`config.mk`:
```
export PLATFORM = sky130hd
export DESIGN_NAME = lfsr_prbs_gen
export DESIGN_NICKNAME = d
export VERILOG_FILES = /design/src/rtl/lfsr_pkg.sv /design/src/rtl/lfsr_step_unroll.sv /design/src/rtl/lfsr_prbs_gen.sv
export SDC_FILE = /design/constraint.sdc
export NUM_CORES = 1
export LEC_CHECK = 0
export ABC_AREA = 1
export BUFFER_PORTS_ARGS = -buffer_cell sky130_fd_sc_hd__buf_2
export CAP_MARGIN = 20
export CORE_ASPECT_RATIO = 0.7
export CORE_MARGIN = 3
export CORE_UTILIZATION = 40
export CTS_BUF_LIST = sky130_fd_sc_hd__clkbuf_8
export CTS_CLUSTER_SIZE = 16
export DETAILED_ROUTE_END_ITERATION = 10
export PLACE_DENSITY = 0.73
export SYNTH_ARGS = -nofsm -noshare
export SYNTH_HDL_FRONTEND = slang
export SYNTH_SLANG_ARGS = --single-unit
```
`constraint.sdc`:
```
create_clock -name clk -period 2.9 [get_ports clk]
set_input_delay 0.145 -clock clk [delete_from_list [all_inputs] [get_ports clk]]
set_output_delay 0.145 -clock clk [all_outputs]
set_load 0.05 [all_outputs]
```
`src/rtl/lfsr_pkg.sv`:
```
// Shared LFSR constants and the single-step Fibonacci function used by the
// unrolled word generator (LFSR_LOCKUP_RECOVER_EN selects zero-seed recovery in the top).
package lfsr_pkg;

    localparam int MAX_W = 64;

    // Fibonacci tap masks: bit i set means state[i] feeds the XOR.
    localparam logic [7:0]  POLY_8  = 8'hB8;
    localparam logic [15:0] POLY_16 = 16'hB400;
    localparam logic [22:0] POLY_23 = 23'h420000;
    localparam logic [30:0] POLY_31 = 31'h48000000;

    typedef struct packed {
        logic [MAX_W-1:0] state;
        logic             out_bit;
    } step_t;

    // One shift: emit state[width-1], shift left, insert parity of tapped bits.
    function automatic step_t lfsr_step(
        input logic [MAX_W-1:0] state,
        input logic [MAX_W-1:0] poly,
        input int unsigned      width
    );
        step_t            r;
        logic [MAX_W-1:0] mask;
        logic [MAX_W-1:0] top;
        logic             fb;
        mask = (width >= MAX_W) ? '1 : ((64'd1 << width) - 64'd1);
        top  = state >> (width - 1);
        fb   = ^(state & poly & mask);
        r.out_bit = top[0];
        r.state   = ((state << 1) | {{(MAX_W-1){1'b0}}, fb}) & mask;
        return r;
    endfunction

endpackage

```
`src/rtl/lfsr_step_unroll.sv`:
```
// Combinational OUT_W-deep chain of LFSR steps producing one output word
// (first produced bit in the MSB) and the state after the last step.
module lfsr_step_unroll
    import lfsr_pkg::*;
#(
    parameter int               WIDTH = 8,
    parameter logic [WIDTH-1:0] POLY  = POLY_8,
    parameter int               OUT_W = 8
) (
    input  logic [WIDTH-1:0] state,
    output logic [OUT_W-1:0] word,
    output logic [WIDTH-1:0] next_state
);

    localparam logic [MAX_W-1:0] POLY_EXT = MAX_W'(POLY);

    logic [WIDTH-1:0] cur;
    step_t            st;

    always_comb begin
        cur  = state;
        word = '0;
        st   = '0;
        for (int i = 0; i < OUT_W; i++) begin
            st                = lfsr_step(MAX_W'(cur), POLY_EXT, WIDTH);
            word[OUT_W-1-i]   = st.out_bit;
            cur               = WIDTH'(st.state);
        end
        next_state = cur;
    end

endmodule

```
`src/rtl/lfsr_prbs_gen.sv`:
```
// Multi-bit Fibonacci LFSR pattern generator with seed load, valid/ready output,
// wrap detection and lockup flag. Define LFSR_LOCKUP_RECOVER_EN for zero-seed recovery.
module lfsr_prbs_gen
    import lfsr_pkg::*;
#(
    parameter int               WIDTH = 8,
    parameter logic [WIDTH-1:0] POLY  = POLY_8,
    parameter logic [WIDTH-1:0] SEED  = 8'h01,
    parameter int               OUT_W = 8
) (
    input  logic             clk,
    input  logic             reset,
    input  logic             ld,
    input  logic [WIDTH-1:0] seed_in,
    input  logic             en,
    input  logic             out_ready,
    output logic             out_valid,
    output logic [OUT_W-1:0] dout,
    output logic [WIDTH-1:0] state_out,
    output logic             wrap,
    output logic             lock_err
);

    generate
        if (WIDTH < 2 || WIDTH > MAX_W) begin : g_bad_width
            $error("lfsr_prbs_gen: WIDTH out of range");
        end
        if (OUT_W < 1 || OUT_W > MAX_W) begin : g_bad_out_w
            $error("lfsr_prbs_gen: OUT_W out of range");
        end
        if (SEED == '0) begin : g_bad_seed
            $error("lfsr_prbs_gen: SEED must be nonzero");
        end
    endgenerate

    logic [WIDTH-1:0] state_p0;
    logic [WIDTH-1:0] seed_p0;
    logic [OUT_W-1:0] word;
    logic [WIDTH-1:0] next_state;
    logic             advance;
    logic             load_zero;
    logic [WIDTH-1:0] load_val;

    lfsr_step_unroll #(
        .WIDTH (WIDTH),
        .POLY  (POLY),
        .OUT_W (OUT_W)
    ) u_unroll (
        .state      (state_p0),
        .word       (word),
        .next_state (next_state)
    );

    // A new word may be produced when the output slot is empty or being emptied.
    assign advance   = en && !ld && (!out_valid || out_ready);
    assign load_zero = (seed_in == '0);

`ifdef LFSR_LOCKUP_RECOVER_EN
    assign load_val = load_zero ? SEED : seed_in;
`else
    assign load_val = seed_in;
`endif

    assign state_out = state_p0;

    // Stage p0: LFSR state, loaded seed, output word and handshake
    always_ff @(posedge clk or posedge reset) begin
        if (reset) begin
            state_p0  <= SEED;
            seed_p0   <= SEED;
            out_valid <= 1'b0;
            dout      <= '0;
            wrap      <= 1'b0;
        end else if (ld) begin
            state_p0  <= load_val;
            seed_p0   <= load_val;
            out_valid <= 1'b0;
            wrap      <= 1'b0;
        end else if (advance) begin
            state_p0  <= next_state;
            dout      <= word;
            out_valid <= 1'b1;
            wrap      <= (next_state == seed_p0);
        end else begin
            wrap <= 1'b0;
            if (out_valid && out_ready) begin
                out_valid <= 1'b0;
            end
        end
    end

    // Lockup flag: sticky until a nonzero load, or a single-cycle pulse in recovery mode
    always_ff @(posedge clk or posedge reset) begin
        if (reset) begin
            lock_err <= 1'b0;
        end else begin
`ifdef LFSR_LOCKUP_RECOVER_EN
            lock_err <= ld && load_zero;
`else
            if (ld) begin
                lock_err <= load_zero;
            end
`endif
        end
    end

endmodule

```
==> impl_metrics.ini, run 1 <==
[logic_synthesis]
avgSynthCellArea_um2 = 7.489
synth_top_cells_by_count = nand2_1 (75), dfrtp_1 (25), inv_1 (18), nand3_1 (18), o21ai_0 (15)
mappedNetlistArea_mm2 = 0.001520
ys_ff_latch = 27
synth_top_area_share_pct = 41.15
syn_nets = 216
synth_flop_cell = dfrtp_1
synth_mux_area_share_pct = 0
synth-compound-area-share_pct = 10.53
ys_warn_count = 0
synthTopCellsByArea = dfrtp_1 (41%), nand2_1 (19%), nand3_1 (5.9%)
synth_edf_count = 0
synth-simple-area-share_pct = 30.62
postSynthCellCount = 203
synthArstFlopShare_pct = 100.0
yosysTopAreaCell = dfrtp_1
yosysMostFrequentCell = nand2_1
ys_seq_area_share_pct = 44.61
synth_top_family_by_area = simple AND/OR/NAND/NOR gates
ys_types = 24
synthXorXnorAreaFrac_pct = 5.103
synth_fa_ha_area_share_pct = 0

[sta]
finClkSkew_ps = 10.80
finalMaxSlewViolations = 0
whs_ps = 97.84
worst_pin_slew_ps = 711.2
min_period_ps = 1797
finalCritPeriodShare_pct = 61.97
tns_ps = 0
setup_violations = 0
hold_violations = 0
max_freq_mhz = 556.4
fin_ws_ps = 1103
rsz0062_at_grt = no
slew-limit-headroom_pct = 52.45

[setup_path]
worstPathRequired_ps = 3030
r2r_end = state_out[6]$_DFFE_PP0P_
crit_chain = nand2_1 -> nand3_1 -> nand2_1 -> o221ai_1
critPathKind = reg2reg
slowest_delay_ps = 500
cp-start-kind = flop
critical-path-top-delay-family = simple AND/OR/NAND/NOR gates
r2r_setup_slack_ps = 1100
cpMostUsedCell = nand2_1
timing.critical_path.buf_inv = 0
critPathMaxFanout = 23
reg2reg_from = out_valid$_DFFE_PP0P_
cpMaxStageDelayCell = nand3_1
cp_data_arrival_time_ps = 1920
critPathCaptureType = flop
worst_r2r_path_depth = 4

[grt]
grtUsageMet1_pct = 25.02
grt_usage_pct = 17.01
overflow = 0
grt_pass1_vias = 1266
grt_max_degree = 28
grt_pass1_wl_mm = 6.016
globalRouteMet3Util_pct = 4.732
grt_antenna_before_repair = 0
gr-usage-met2_pct = 25.33
busiest_layer = met2

[die]
core_mm2 = 0.003581
rows = 18
die_w_um = 79.69
ios = 32
die_area_mm2 = 0.004588
die_h_um = 57.58
start_util_pct = 42.45

[placement]
placed_cells = 278
gp_congestion = 0.8667
port_buffers = 31
hpwl_mm = 2.840
place_ws_ps = 1088

[cts]
htree_levels = 1
cts_tree = built
numCtsBuffers = 3
cts_root_buf = clkbuf_8
cts_resized = 0
clk_pin_slew_worst_paths_ps = 100
clock_latency_ps = 280
cts.path.max_buffers = 2
cts_sinks = 27

[drt]
vias = 1385
totalWireLength_mm = 3.651
antenna_left = 0
initialDrtViolationCount = 64
routedWlPerCell_um = 12.86
first_pass_iters = 4
viasPerCell = 4.877
drc = 0

[finish]
finalNonFillerCells = 284
diodes = 0
drive_gt1_share_pct = 23.08
nets = 248
fillCellCount = 364
area_growth_pct = 16.96

[power_and_ir_drop]
power_density_mw_per_mm2 = 740.4
power_frac_clock_pct = 16.6
irDropWorstVdd_mv = 0.3278
finalPower_mw = 1.316
sw_frac_of_total_pct = 46.71
power.share.sequential_pct = 37.6
p_sw_uw = 614.9
p_int_uw = 701.5
power_frac_comb_pct = 45.8
leakage_nw = 0.9661

[flow_run]
maxCapViolations = 0

[hold_path]
hold_class = in2reg
hold_depth = 3
hold_start = en
worstHoldEndpoint = out_valid$_DFFE_PP0P_

[status]
run_status = finished, final reports clean
## state kept, by name (all words and copies together), names as in the netlist
| signal | cells |
|---|---|
| dout | 8 |
| lock_err | 1 |
| out_valid | 1 |
| seed_p0 | 8 |
| state_out | 8 |
| wrap | 1 |
## cells in the final DEF, fill, tap and decap left out, drive strengths merged, types with 4 or more instances in the layout
| master | instances |
|---|---|
| buf | 32 |
| nand2 | 83 |
| a21oi | 4 |
| nand3 | 18 |
| xor2 | 5 |
| o21ai | 15 |
| inv | 24 |
| dfrtp | 25 |
| o211ai | 5 |
| nor2 | 8 |
## worst register-to-register path, cell delays in order (launching register included)
cell and delay, ps:
dfrtp_1 400, nand2_1 90, nand3_1 500, nand2_1 490
o221ai_1 170
## cell families after synthesis
group | count (synthesis)
XOR/XNOR | 8
buffers and inverters | 30
AO/OA/AOI/OAI | 27
AND/OR/NAND/NOR | 111
flip-flops | 27
## per-stage QoR
stage                     cell area [um^2]  util [%]
after floorplan                       1520         -
after global placement                1694     47.31
after detailed placement              1694     47.31
after CTS                             1740     48.60
after global routing                  1778     49.65
final                                 1778     49.65
## power groups by stage
stage,Sequential (mW),Clock [mW],Combinational (mW)
6_report,0.495,0.218,0.603
3_5_place_dp,0.502,0,0.595
5_1_grt,0.503,0.240,0.666
2_1_floorplan,0.640,0,0.334
3_3_place_gp,0.502,0,0.586
4_1_cts,0.495,0.222,0.599
## how the worst max path moves through the flow
stage                        startpoint                  endpoint  slack, ps  cells past startpoint
6_report          out_valid$_DFFE_PP0P_  state_out[6]$_DFFE_PP0P_       1100                      4
5_1_grt           out_valid$_DFFE_PP0P_  state_out[6]$_DFFE_PP0P_        900                      4
2_1_floorplan  state_out[2]$_DFFE_PP0P_            wrap$_DFF_PP0_       1340                     11
3_5_place_dp                         ld  state_out[6]$_DFFE_PP0P_       1090                      5
4_1_cts           out_valid$_DFFE_PP0P_  state_out[6]$_DFFE_PP0P_       1090                      4
3_3_place_gp                         ld  state_out[6]$_DFFE_PP0P_       1200                      5
## what timing repair did
item / CTS / global route
hold buffers: 0 / 1
hold endpoints to repair: 0 / 3
setup buffers: 0 / 0
## area by class of cell
cell class	count	area (um^2)	share of cell area, %
Timing Repair Buffer	33	192.7	10.84
Sequential cell	27	678.2	38.14
Clock inverter	1	5.005	0.2815
Multi-Input combinational cell	146	703.2	39.55
Tap cell	50	62.56	3.519
Clock buffer	3	41.29	2.322
Inverter	24	95.09	5.348
## per-layer routing
| layer | routed length, um | share of wire, % |
|---|---|---|
| met5 | 0 | 0 |
| met4 | 22 | 0.60 |
| met3 | 296 | 8.1 |
| met2 | 1464 | 40 |
| met1 | 1868 | 51 |
Note: power is estimated with default switching activity, not from simulation.
==> inputs of run 2 (changes only) <==
ABC_AREA = 0   (was 1)
PLACE_DENSITY = 0.75   (was 0.73)
clock period = 1.5 ns   (was 2.9 ns; I/O delays follow)
==> run 2 against run 1 <==
  * Combinational power grew to 5.5 times the previous value
  * Largest power group unchanged
  * Worst setup slack lost 1100 ps
  * Global-route usage shrank 0.84 points
  * Utilization grew 5.9 points
  * Critical path type unchanged
  * Synthesized cell count shrank 34%
  * Critical path depth is the same
  * Sequential power grew to 2.5 times the previous value
==> impl_metrics.ini, run 2 <==
[die]
die_w_um = 79.90
start_util_pct = 42.43
rows = 18
core_mm2 = 0.003603
ios = 32
die_h_um = 57.73
die_area_mm2 = 0.004612

[logic_synthesis]
avgSynthCellArea_um2 = 11.50
synthTopCellsByArea = dfrtp_1 (41%), xnor3_1 (8.8%), mux2_2 (5.9%)
synth_top_family_by_area = XOR/XNOR gates
yosysTopAreaCell = dfrtp_1
synth-compound-area-share_pct = 5.892
yosysMostFrequentCell = dfrtp_1
synthArstFlopShare_pct = 100.0
synth-simple-area-share_pct = 7.774
ys_ff_latch = 27
syn_nets = 146
synth_edf_count = 0
postSynthCellCount = 133
mappedNetlistArea_mm2 = 0.001529
synth_fa_ha_area_share_pct = 0
synth_mux_area_share_pct = 10.80
synth_flop_cell = dfrtp_1
synth_top_area_share_pct = 40.92
ys_seq_area_share_pct = 44.35
synth_top_cells_by_count = dfrtp_1 (25), inv_1 (12), nand2_1 (9), o21ai_0 (9), xnor2_1 (9)
ys_warn_count = 0
ys_types = 28
synthXorXnorAreaFrac_pct = 24.80

[finish]
layout_commonest_cell = buf_2
diodes = 0
multi_input_area_um2 = 835.8
fillCellCount = 338
regArea_um2 = 690.7
area_growth_pct = 30.93
finalNonFillerCells = 225
utilization_pct = 55.56
nets = 189
final_cell_mix = buf_2 (31), dfrtp_1 (17), buf_4 (14), inv_1 (12)
drive_gt1_share_pct = 47.43

[placement]
place_ws_ps = -14.09
hpwl_mm = 2.430
placed_cells = 209
gp_congestion = 0.8334
port_buffers = 31

[sta]
slew-limit-headroom_pct = 60.81
fin_ws_ps = 7.356
finalCritPeriodShare_pct = 99.51
min_period_ps = 1493
max_freq_mhz = 670.0
tns_ps = 0
rsz0062_at_grt = yes
setup_violations = 0
finalMaxSlewViolations = 0
finClkSkew_ps = 4.527
hold_violations = 0
worst_pin_slew_ps = 582.5

[power_and_ir_drop]
p_sw_mw = 2.198
power_density_mw_per_mm2 = 2482
power_frac_clock_pct = 8.4
leakage_nw = 0.9927
power_frac_comb_pct = 66.6
power.share.sequential_pct = 25.1
finalPower_mw = 4.969
sw_frac_of_total_pct = 44.22
p_int_mw = 2.772
irDropWorstVdd_mv = 1.013

[status]
run_status = finished, final reports clean

[setup_path]
worst_r2r_path_depth = 4
critPathMaxFanout = 2
cp-start-kind = flop
worstPathRequired_ps = 1690
critPathCaptureType = flop
critPathKind = reg2reg
cp_data_arrival_time_ps = 1680

[hold_path]
hold_depth = 3
hold_class = in2reg

[cts]
clock_latency_ps = 280
clk_pin_slew_worst_paths_ps = 90
cts_sinks = 27
cts.path.max_buffers = 2
cts_tree = built
cts_root_buf = clkbuf_8
htree_levels = 1
numCtsBuffers = 3

[drt]
routedWlPerCell_um = 14.71
initialDrtViolationCount = 30
first_pass_iters = 4
drc = 0
vias = 1094
totalWireLength_mm = 3.309
antenna_left = 0
viasPerCell = 4.862

[grt]
grt_pass1_vias = 1094
grt_max_degree = 28
grt_pass1_wl_mm = 5.575
grt_antenna_before_repair = 0
overflow = 0
grt_usage_pct = 16.17

[flow_run]
maxCapViolations = 0
==> run 2: cell count changes in the layout (fill, tap and decap cells not counted), sizes merged, moves of 5 or more <==
cell	previous run	this run
xnor2	3	10
mux2i	0	6
mux2	0	9
inv	24	12
nor2	8	1
nand3	18	5
o211ai	5	0
buf	32	48
xnor3	0	6
nand2	83	9
==> run 2: repair_timing <==
item                                    in CTS  in global routing
buffers inserted                             7                  5
resized for setup                            6                  2
pin swaps                                    6                  5
endpoints found under the setup margin       1                  3
hold buffers                                 1                  0
hold endpoints to repair                    25                  0
gates cloned                                 0                  0
==> run 2: layout make-up <==
type	instances	area share [%]
Multi-Input combinational cell	83	41.75
Tap cell	50	3.125
Sequential cell	27	34.50
Timing Repair Buffer	49	16.06
Inverter	12	2.250
Clock inverter	1	0.2500
Clock buffer	3	2.063
==> run 2: power groups by stage <==
stage          clock network, mW  registers (mW)  logic (mW)
6_report                   0.415            1.25        3.31
5_1_grt                    0.469            1.28        3.54
4_1_cts                    0.436            1.30        3.10
3_5_place_dp                   0            1.31        2.86
3_3_place_gp                   0            1.29        2.80
2_1_floorplan                  0            1.87        1.83
==> run 2: metrics by stage <==
| stage | instance area, um^2 | hold slack, ps |
|---|---|---|
| 2_1_floorplan | 1604 | 125.8 |
| 3_3_place_gp | 1783 | 142.8 |
| 3_5_place_dp | 1783 | 151.7 |
| 4_1_cts | 1942 | 27.14 |
| 5_1_grt | 2002 | 28.64 |
| 6_report | 2002 | 33.43 |
==> run 2: cell families (layout without fill, tap and decap cells) <==
family | Yosys count | in the layout
mux | 15 | 15
flops | 27 | 27
compound gates | 18 | 18
xor+xnor | 27 | 27
buf+inv | 23 | 65
simple gates | 23 | 23
==> run 2: worst paths after layout <==
check                                         start                       end  slack [ps]
max                        state_out[6]$_DFFE_PP0P_            wrap$_DFF_PP0_           7
min reg2reg                  seed_p0[0]$_DFFE_PP1P_    seed_p0[0]$_DFFE_PP1P_         490
min                                      seed_in[2]    seed_p0[2]$_DFFE_PP0P_          30
max in group asynchronous                     reset  state_out[0]$_DFFE_PP1P_         810
min in group asynchronous                     reset       dout[6]$_DFFE_PP0P_         390
max reg2reg                state_out[6]$_DFFE_PP0P_            wrap$_DFF_PP0_           7
==> run 2: layer usage <==
metal / GRT usage (%) / wire (um) / vias up
met2: 24.41 / 1438 / 33
met5: 0 / 0 / -
met4: 2.892 / 14 / 0
met3: 4.503 / 206 / 2
li1: - / - / 524
met1: 23.74 / 1650 / 535
==> run 2: critical path: stages (launching register included) <==
cell,delay [ps]
dfrtp_4,510
xnor2_4,180
xnor2_2,150
mux2_4,320
nor4_2,240
==> inputs of run 3 (changes only) <==
--- a/config.mk
+++ b/config.mk
@@ -16,3 +16,4 @@
 export DETAILED_ROUTE_END_ITERATION = 10
-export PLACE_DENSITY = 0.75
+export HOLD_SLACK_MARGIN = 0.1
+export PLACE_DENSITY = 0.71
 export SYNTH_ARGS = -nofsm -noshare
==> constraint.sdc (replaced) <==
create_clock -name clk -period 1.5 [get_ports clk]
set_input_delay 0.225 -clock clk [delete_from_list [all_inputs] [get_ports clk]]
set_output_delay 0.225 -clock clk [all_outputs]
set_load 0.05 [all_outputs]
==> run 3 against run 2 <==
  * The flow now finishes with violations (negative setup slack)
  * Die area unchanged
  * Routed wire length down 1.4%
  * Register-to-register slack worse by 40 ps
  * Sequential power about the same
  * Clock skew up 1.9 ps
  * Combinational power down 9.7%
  * Count of clock-buffer cells in the layout unchanged
  * Clock power down 1%
  * Sequential cell count unchanged
  * Utilization down 3.3 points
  * Highest routed layer unchanged
==> impl_metrics.ini, run 3 (synthesis gave the netlist of run 2 again) <==
[status]
run_status = complete, but fails checks
violations = negative setup slack

[grt]
grt_max_degree = 28
grt_usage_pct = 15.87
overflow = 0
grt_pass1_vias = 1101
grt_pass1_wl_mm = 5.575
grt_antenna_before_repair = 0

[placement]
port_buffers = 31
hpwl_mm = 2.473
gp_congestion = 0.8082

[setup_path]
critPathMaxFanout = 3
cp-start-kind = flop
critPathKind = reg2reg
cp_data_arrival_time_ps = 1720
worstPathRequired_ps = 1690
crit_start = state_out[6]$_DFFE_PP0P_
critPathCapture = wrap$_DFF_PP0_
reg2reg_from = state_out[6]$_DFFE_PP0P_
r2r_end = wrap$_DFF_PP0_
r2r_setup_slack_ps = -40
worst_r2r_path_depth = 4
critPathCaptureType = flop

[finish]
nets = 181
area_growth_pct = 23.24
layout_commonest_cell = buf_2
fillCellCount = 331
multi_input_area_um2 = 808.3
drive_gt1_share_pct = 41.92
regArea_um2 = 690.7
final_cell_mix = buf_2 (31), dfrtp_1 (17), inv_1 (13)
diodes = 0

[drt]
routedWlPerCell_um = 15.04
drc = 0
initialDrtViolationCount = 15
vias = 1065
antenna_left = 0
viasPerCell = 4.908
first_pass_iters = 4
totalWireLength_mm = 3.263

[sta]
slew-limit-headroom_pct = 63.82
worst_pin_slew_ps = 537.7
whs_ps = 199.6
rsz0062_at_grt = yes
hold_violations = 0
setup_violations = 1
fin_ws_ps = -36.07
min_period_ps = 1536
finalMaxSlewViolations = 0
finClkSkew_ps = 6.409
max_freq_mhz = 651.0
finalCritPeriodShare_pct = 102.4
tns_ps = -36.07

[cts]
clock_latency_ps = 270
cts_root_buf = clkbuf_8
htree_levels = 1
cts_tree = built
cts.path.max_buffers = 2
cts_sinks = 27
numCtsBuffers = 3
clk_pin_slew_worst_paths_ps = 90

[die]
die_h_um = 57.73
ios = 32
die_area_mm2 = 0.004612
start_util_pct = 42.43
rows = 18
die_w_um = 79.90
core_mm2 = 0.003603

[flow_run]
maxCapViolations = 0

[power_and_ir_drop]
irDropWorstVdd_mv = 1.274
leakage_nw = 0.9360
power_density_mw_per_mm2 = 2484

[hold_path]
hold_class = in2reg
[run 3: cell types whose count changed in the layout (fill, tap and decap cells not counted), moves of 2 or more]
cell	delta
buf_4	-5
buf_12	-2
nand3_1	+2
nand3_2	-2
xnor2_1	+2
xnor2_2	-2
[run 3: worst min path at each step]
stage | startpoint | end | slack (ps) | cells past startpoint
global route | seed_in[7] | state_out[7]$_DFFE_PP0P_ | 190 | 3
floorplan | reset | dout[0]$_DFFE_PP0P_ | 280 | 1
CTS | seed_in[0] | state_out[0]$_DFFE_PP1P_ | 190 | 3
global placement | reset | dout[7]$_DFFE_PP0P_ | 290 | 3
detailed placement | reset | dout[7]$_DFFE_PP0P_ | 310 | 3
finish | seed_in[7] | state_out[7]$_DFFE_PP0P_ | 200 | 3
[run 3: area by class of cell]
| type | instances | area share [%] |
|---|---|---|
| clock buffer | 3 | 2.191 |
| clock inverter | 1 | 0.1992 |
| multi-input combinational | 83 | 42.90 |
| timing repair buffer | 41 | 12.35 |
| tap | 50 | 3.320 |
| sequential | 27 | 36.65 |
| inverter | 12 | 2.390 |
[run 3: critical path: stages (launching register included)]
cell and delay, ps:
dfrtp_4 530, xnor2_4 190, xnor2_2 150, mux2_4 330
nor4_4 240
[run 3: where the power goes]
group / switching (mW) / internal (mW) / total, mW
clock network: 0.225 / 0.184 / 0.409
logic: 1.61 / 1.38 / 2.99
registers: 0.300 / 0.977 / 1.28
total: 2.14 / 2.55 / 4.68
[run 3: per-layer routing]
metal	vias up	global-route usage, %	wire length (um)
met2	30	26.30	1495
met4	0	2.892	18
met5	-	0	0
li1	502	-	-
met1	529	21.46	1573
met3	4	4.037	175
[run 3: metrics by stage]
stage / utilization, % / setup WS [ps] / instances / power (mW) / cell area, um^2
6_report: 52.29 / -36.07 / 217 / 4.681 / 1884
3_5_place_dp: 49.69 / -56.72 / 210 / 4.182 / 1790
2_1_floorplan: - / -89.19 / 133 / 3.699 / 1604
3_3_place_gp: 49.69 / 45.42 / 210 / 4.126 / 1790
4_1_cts: 51.67 / -54.63 / 216 / 4.670 / 1862
5_1_grt: 52.29 / -79.80 / 217 / 4.973 / 1884
[run 3: timing repair]
item | CTS | global route
endpoints found under the hold margin | 25 | 0
setup buffers | 1 | 1
pin swaps | 0 | 3
hold buffers | 1 | 0
resized for setup | 1 | 2
endpoints found under the setup margin | 1 | 2
